==> config.mk <==
export PLATFORM = sky130hd
export DESIGN_NAME = ysyx_23060111_wb_arb
export DESIGN_NICKNAME = d
export VERILOG_FILES = /design/src/rtl/ysyx_23060111_wb_arb.sv
export SDC_FILE = /design/constraint.sdc
export NUM_CORES = 1
export LEC_CHECK = 0
export ABC_AREA = 1
export BUFFER_PORTS_ARGS = -buffer_cell sky130_fd_sc_hd__buf_2
export CAP_MARGIN = 20
export CORE_MARGIN = 3
export CORE_UTILIZATION = 42
export CTS_CLUSTER_DIAMETER = 30
export CTS_CLUSTER_SIZE = 10
export DETAILED_ROUTE_END_ITERATION = 10
export GPL_TIMING_DRIVEN = 0
export PLACE_DENSITY_LB_ADDON = 0.05
export SLEW_MARGIN = 0
export SYNTH_ARGS = -nofsm -noshare
export SYNTH_HDL_FRONTEND = slang
export SYNTH_SLANG_ARGS = --single-unit
export TNS_END_PERCENT = 100
==> constraint.sdc <==
create_clock -name clk -period 3.2 [get_ports clk]
set_clock_uncertainty 0.1 [all_clocks]
set_input_delay 0.96 -clock clk [delete_from_list [all_inputs] [get_ports clk]]
set_output_delay 0.96 -clock clk [all_outputs]
set_load 0.005 [all_outputs]
==> src/rtl/ysyx_23060111_wb_arb.sv <==
// Writeback arbiter and load scoreboard for the NPC register file.
// Define YSYX_23060111_WBARB_RR_EN for round-robin; default is LSU-first.
module ysyx_23060111_wb_arb #(
  parameter int ADDR_WIDTH = 5,
  parameter int DATA_WIDTH = 32
) (
  input  logic                  clk,
  input  logic                  rst_n,
  input  logic                  exu_valid,
  input  logic [ADDR_WIDTH-1:0] exu_rd,
  input  logic [DATA_WIDTH-1:0] exu_data,
  output logic                  exu_ready,
  input  logic                  lsu_valid,
  input  logic [ADDR_WIDTH-1:0] lsu_rd,
  input  logic [DATA_WIDTH-1:0] lsu_data,
  output logic                  lsu_ready,
  input  logic                  iss_valid,
  input  logic [ADDR_WIDTH-1:0] iss_rd,
  output logic                  iss_ready,
  input  logic [ADDR_WIDTH-1:0] raddr1,
  input  logic [ADDR_WIDTH-1:0] raddr2,
  output logic                  busy1,
  output logic                  busy2,
  output logic                  rf_wen,
  output logic [ADDR_WIDTH-1:0] rf_waddr,
  output logic [DATA_WIDTH-1:0] rf_wdata,
  output logic                  idle
);

  localparam int NREG = 1 << ADDR_WIDTH;

  logic [NREG-1:0] busy;
  logic [NREG-1:0] busy_nxt;
  logic            wr_lsu;
  logic            exu_elig;
  logic            both;
  logic            grant_exu;
  logic            grant_lsu;

  // WAW guard: an ALU write must not land before an older load to the same rd
  assign exu_elig = !(busy[exu_rd] && exu_rd != '0);
  assign both     = exu_valid && exu_elig && lsu_valid;

`ifdef YSYX_23060111_WBARB_RR_EN
  logic ptr;

  assign grant_lsu = lsu_valid && (!both || ptr);
  assign grant_exu = exu_valid && exu_elig && (!both || !ptr);

  always_ff @(posedge clk or negedge rst_n) begin
    if (!rst_n) begin
      ptr <= 1'b0;
    end else if (both) begin
      ptr <= grant_exu;
    end
  end
`else
  assign grant_lsu = lsu_valid;
  assign grant_exu = exu_valid && exu_elig && !lsu_valid;
`endif

  assign exu_ready = grant_exu;
  assign lsu_ready = grant_lsu;
  assign iss_ready = !(busy[iss_rd] && iss_rd != '0);
  assign busy1     = busy[raddr1];
  assign busy2     = busy[raddr2];
  assign idle      = (busy == '0) && !rf_wen;

  always_ff @(posedge clk or negedge rst_n) begin
    if (!rst_n) begin
      rf_wen   <= 1'b0;
      rf_waddr <= '0;
      rf_wdata <= '0;
      wr_lsu   <= 1'b0;
    end else begin
      rf_wen <= 1'b0;
      wr_lsu <= 1'b0;
      if (grant_lsu) begin
        rf_wen   <= lsu_rd != '0;
        rf_waddr <= lsu_rd;
        rf_wdata <= lsu_data;
        wr_lsu   <= 1'b1;
      end else if (grant_exu) begin
        rf_wen   <= exu_rd != '0;
        rf_waddr <= exu_rd;
        rf_wdata <= exu_data;
      end
    end
  end

  // Set is applied after clear so a same-cycle issue keeps the bit
  always_comb begin
    busy_nxt = busy;
    if (rf_wen && wr_lsu) begin
      busy_nxt[rf_waddr] = 1'b0;
    end
    if (iss_valid && iss_ready && iss_rd != '0) begin
      busy_nxt[iss_rd] = 1'b1;
    end
    busy_nxt[0] = 1'b0;
  end

  always_ff @(posedge clk or negedge rst_n) begin
    if (!rst_n) begin
      busy <= '0;
    end else begin
      busy <= busy_nxt;
    end
  end

endmodule

# [Word-level counts from Yosys, hierarchy flattened]
# Cells that the tools add are included.
[op_classes] order_cmp=7 muxes=21 bitwise_logic=3 n_reduce_logical=19
[ops] op="$mux W32" n=4
[ops] op="$and A32 B32 Y32" n=1
[ops] op="$logic_not A32 Y1" n=1
[ops] op="$not A32 Y32" n=1
[ops] op="$or A32 B32 Y32" n=1
[ops] op="$lt A5 B6 Y1 const B" n=5
[ops] op="$bmux W1 S5" n=4
[ops] op="$reduce_bool A5 Y1" n=3
[ops] op="$demux W1 S5" n=2
[ops] op="$ge A5 B1 Y1 const B" n=2
[ops] op="$logic_and A1 B1 Y1" n=10
[ops] op="$mux W5" n=2
[ops] op="$mux W1" n=9
[ops] op="$logic_not A1 Y1" n=4
[ops] op="$reduce_bool A2 Y1" n=1
[word_totals] reg_bits=70 out_inout_bits=44 wordCells=55

# [Depth between registers and ports, before layout]
[depth] word_depth=9 mapped_depth=15

# [Least setup slack after synthesis]
# Ideal clock, no wire load.
[synth_timing] kind="input to output" start="input exu_rd[1]" end="output exu_ready" arrival_ns=2.045 required_time_ns=2.140 slack_ns=0.095 cell_stages=11 path_cell_list="buf_6 > nor2_1 > nand2_1 > nand3_1 > nor2_1 > nor2_1 > nand2_1 > nand2_2 > nand2_4 > buf_2 > nor2_1"
[synth_via] elab_chain_cells=6 elab_cells_between_ends=7 cone_classes="mux (2); reduce/logical (5)"
[synth_rtl] item="start: declaration" line="10" rtl="input logic [ADDR_WIDTH-1:0] exu_rd,"
[synth_rtl] item="$bmux W1 S5" line="41" rtl="assign exu_elig = !(busy[exu_rd] && exu_rd != '0);"
[synth_rtl] item="$mux W1 (not written as such)" line="41"
[synth_rtl] item="$logic_and A1 B1 Y1 *" line="41"
[synth_rtl] item="$logic_not A1 Y1 *" line="41"
[synth_rtl] item="$logic_and A1 B1 Y1 * (2 in series)" line="59" rtl="assign grant_exu = exu_valid && exu_elig && !lsu_valid;"
[synth_rtl] item="end: declaration" line="12" rtl="output logic exu_ready,"
# Every way passes the cells marked *; elsewhere a longest branch is shown, timed or not. The select of a mux whose other input is x is not followed.

# [Worst setup path in the final report]
[layout_timing] start="input iss_rd[0]" end="output iss_ready"
[layout_via] elab_chain_cells=4 elab_cells_between_ends=5 cone_classes="mux (2); reduce/logical (3)"
[layout_rtl] item="start: declaration" line="18" rtl="input logic [ADDR_WIDTH-1:0] iss_rd,"
[layout_rtl] item="$bmux W1 S5" line="64" rtl="assign iss_ready = !(busy[iss_rd] && iss_rd != '0);"
[layout_rtl] item="$mux W1 (not written as such)" line="64"
[layout_rtl] item="$logic_and A1 B1 Y1 *" line="64"
[layout_rtl] item="$logic_not A1 Y1 *" line="64"
[layout_rtl] item="end: declaration" line="19" rtl="output logic iss_ready,"
# Marked as above.

==> results.md <==
* Hold violation count in the final report at 0
* Placer Congestion at 0.9270
* Hold Path Class: reg -> reg
* Clk buf depth at 2
* Synth Warn # at 0
* ANT nets after route at 0
* Starting density of the core at 43.41%
* Initial antenna violation count at 0
* CTS sink cnt at 70
* CTS Root Cell: clkbuf_16
* Largest net degree at the start of global routing at 71
* Worst path max stage delay at 0.23 ns
* Synth Area per Inst at 6.586 um^2
* CTS tree: yes
* GR Overflow Total at 0
* Post-layout instance area at 0.006462 mm^2
* Layout Cells excl Fill at 1065
* Crit. End Element: output pin
* Max-slew headroom at 67.03%
* Core Rows at 39
* Worst EP required at 2.14 ns
* EDFF count, synth at 0
* Layout cells sized above 1 at 25.49%
* Yosys top cell by area: dfrtp_1
* Crit-path slowest cell: nor2_4
* Core Box Area at 0.01152 mm^2
* Hold_ws at 0.4035 ns
* Netlist cell types at 30
* Inserted Clock Buffers at 9
* First-pass GRT wire length at 27860 um
* # port buffers at 136
* Fin crit share at 98.70%
* Yosys reg bits at 70
* Die height at 115.1 um
* Number of global-route vias before repair at 5276
* Seq/Total Area, Yosys at 35.04%
* Total number of vias at 5702
* Post-Synthesis Cell Area at 0.004999 mm^2
* Worst IR drop on VDD at 0.2988 mV
* Routed WL at 17420 um
* First-pass DRT Iterations at 5
* Placed cell areas at 0.005888 mm^2
* Top cell family by delay on the critical path: simple AND/OR/NAND/NOR gates
* Detailed Place HPWL at 12850 um
* Top post-synthesis cells by area: dfrtp_1 (35%), nand2_1 (21%), o21ai_0 (8.0%)
* Prevailing post-synth register cell: dfrtp_1
* Crit Path Category: in -> out
* Diodes inserted at 0
* Initial DRC Count at 430
* Worst path cell trace: buf_6 -> inv_2 -> nor2_4 -> buf_6 -> a22oi_1 -> nand2_1 -> nand2_1 -> nand2_1 -> nor2_4 -> and2_1 -> buf_2
* Max Slew Vio Count at 0
* Status: completed
* Cell area power density at 547.2 mW/mm^2
* Syn nets at 853
* Buf/Inv on CP at 4
* Fin Setup TNS at 0 ns
* Worst Setup Start Kind: input pin
* Commonest cells post-synth: nand2_1 (279), o21ai_0 (80), dfrtp_1 (70)
* Overall Global Routing Usage at 26.63%
* DR WL/cell at 16.35 um
* Cells after DPL at 1039
* Most frequent cell after synthesis: nand2_1
* P_leak at 3.305 nW
* Residual DRC count at 0
* Max cap viols at 0
* Die width at 115.1 um
* Final setup fails at 0
* Worst-path clk slew at 0.05 ns
* Ys async rst share at 100.0%
* Setup WS pre-CTS at -0.2403 ns
* Die area at 0.01325 mm^2
* Crit path max fanout at 7
* Post-CTS Hold Buffers at 0
* Critical path's most frequent cell: nand2_1
* Critical path arrival at 2.10 ns
* I/O Pins at 138
* Fin worst setup slack at 0.04155 ns
* Drt via density at 5.354
* Clk_lat worst skew at 0.33 ns
* Nets at 1012
* Syn Inst Count at 759
* Worst Tran Pin Value at 0.4945 ns
* Min Tclk post-route at 3.158 ns
* H-tree Lvls at 3
* Fraction of synthesized cell area taken by the top area cell type at 35.04%
* Area delta synth->final at 29.29%
* Layout fillers at 1125
* Fmax at 316.6 MHz
## what timing repair did
item,CTS,global route
setup endpoints to repair,4,4
gates cloned,1,0
gates resized for setup,21,51
buffers inserted,2,9
pin swaps,3,18
## kinds of logic (layout without fill, tap and decap cells)
logic type,count (synthesis),count (layout),synth area share (%)
flip-flops,70,70,35.04
AND/OR/NAND/NOR,468,468,41.85
buffers and inverters,95,258,9.387
AO/OA/AOI/OAI,126,126,13.72
## metrics by stage
| stage | total power, mW | util (%) |
|---|---|---|
| floorplan | 1.887 | - |
| global placement | 2.384 | 50.87 |
| detailed placement | 2.401 | 51.13 |
| CTS | 3.478 | 54.58 |
| global route | 3.739 | 56.12 |
| finish | 3.536 | 56.12 |
## final cells by class
| cell class | count | area [um^2] | share of cell area (%) |
|---|---|---|---|
| multi-input cells | 594 | 2858 | 44.22 |
| flip-flops and latches | 70 | 1752 | 27.11 |
| repair buffers | 149 | 842.1 | 13.03 |
| plain buffers | 35 | 275.3 | 4.259 |
| clock buffers | 12 | 246.5 | 3.814 |
| inverters | 59 | 241.5 | 3.737 |
| well taps | 143 | 178.9 | 2.769 |
| clock inverters | 3 | 68.82 | 1.065 |
## tightest hold or removal path: stages (launching register included)
cell and delay, ns:
dfrtp_1 0.33, nand3_1 0.08, nand2_1 0.06
## path summary, 6_finish.rpt
kind	from	to	slack (ns)	depth (start not counted)
min in group asynchronous	rst_n	rf_wdata[26]	0.53	2
max	iss_rd[0]	iss_ready	0.04	11
max reg2reg	busy[2]	rf_wdata[12]	1.09	15
min reg2reg	rf_wdata[27]	rf_wdata[27]	0.40	2
min	rf_wdata[27]	rf_wdata[27]	0.40	2
max in group asynchronous	rst_n	busy[12]	2.16	2
## placed cells by master, fill, tap and decap left out, drive strengths merged, types with 20 or more instances in the layout
master  count
nor2       63
nand3      69
nand2     283
dfrtp      70
clkbuf     21
buf       175
a21oi      20
nand4      34
o21ai      83
inv        58
## sequential cells by signal, indices dropped and copies added (netlist names)
name,cells
busy,31
rf_waddr,5
rf_wdata,32
rf_wen,1
wr_lsu,1
## power breakdown
part	switching [mW]	internal (mW)	total, mW
sequential	0.414	1.09	1.50
combinational	0.571	0.404	0.975
clock	0.359	0.701	1.06
## routing by layer
layer | up-vias | GRT usage, % | share of wire [%]
li1 | 2841 | - | -
met1 | 2574 | 35.37 | 42
met2 | 236 | 42.86 | 46
met3 | 51 | 6.263 | 8.5
met4 | 0 | 8.920 | 3.4
met5 | - | 0 | 0
Power figures use the tool's default switching activity.
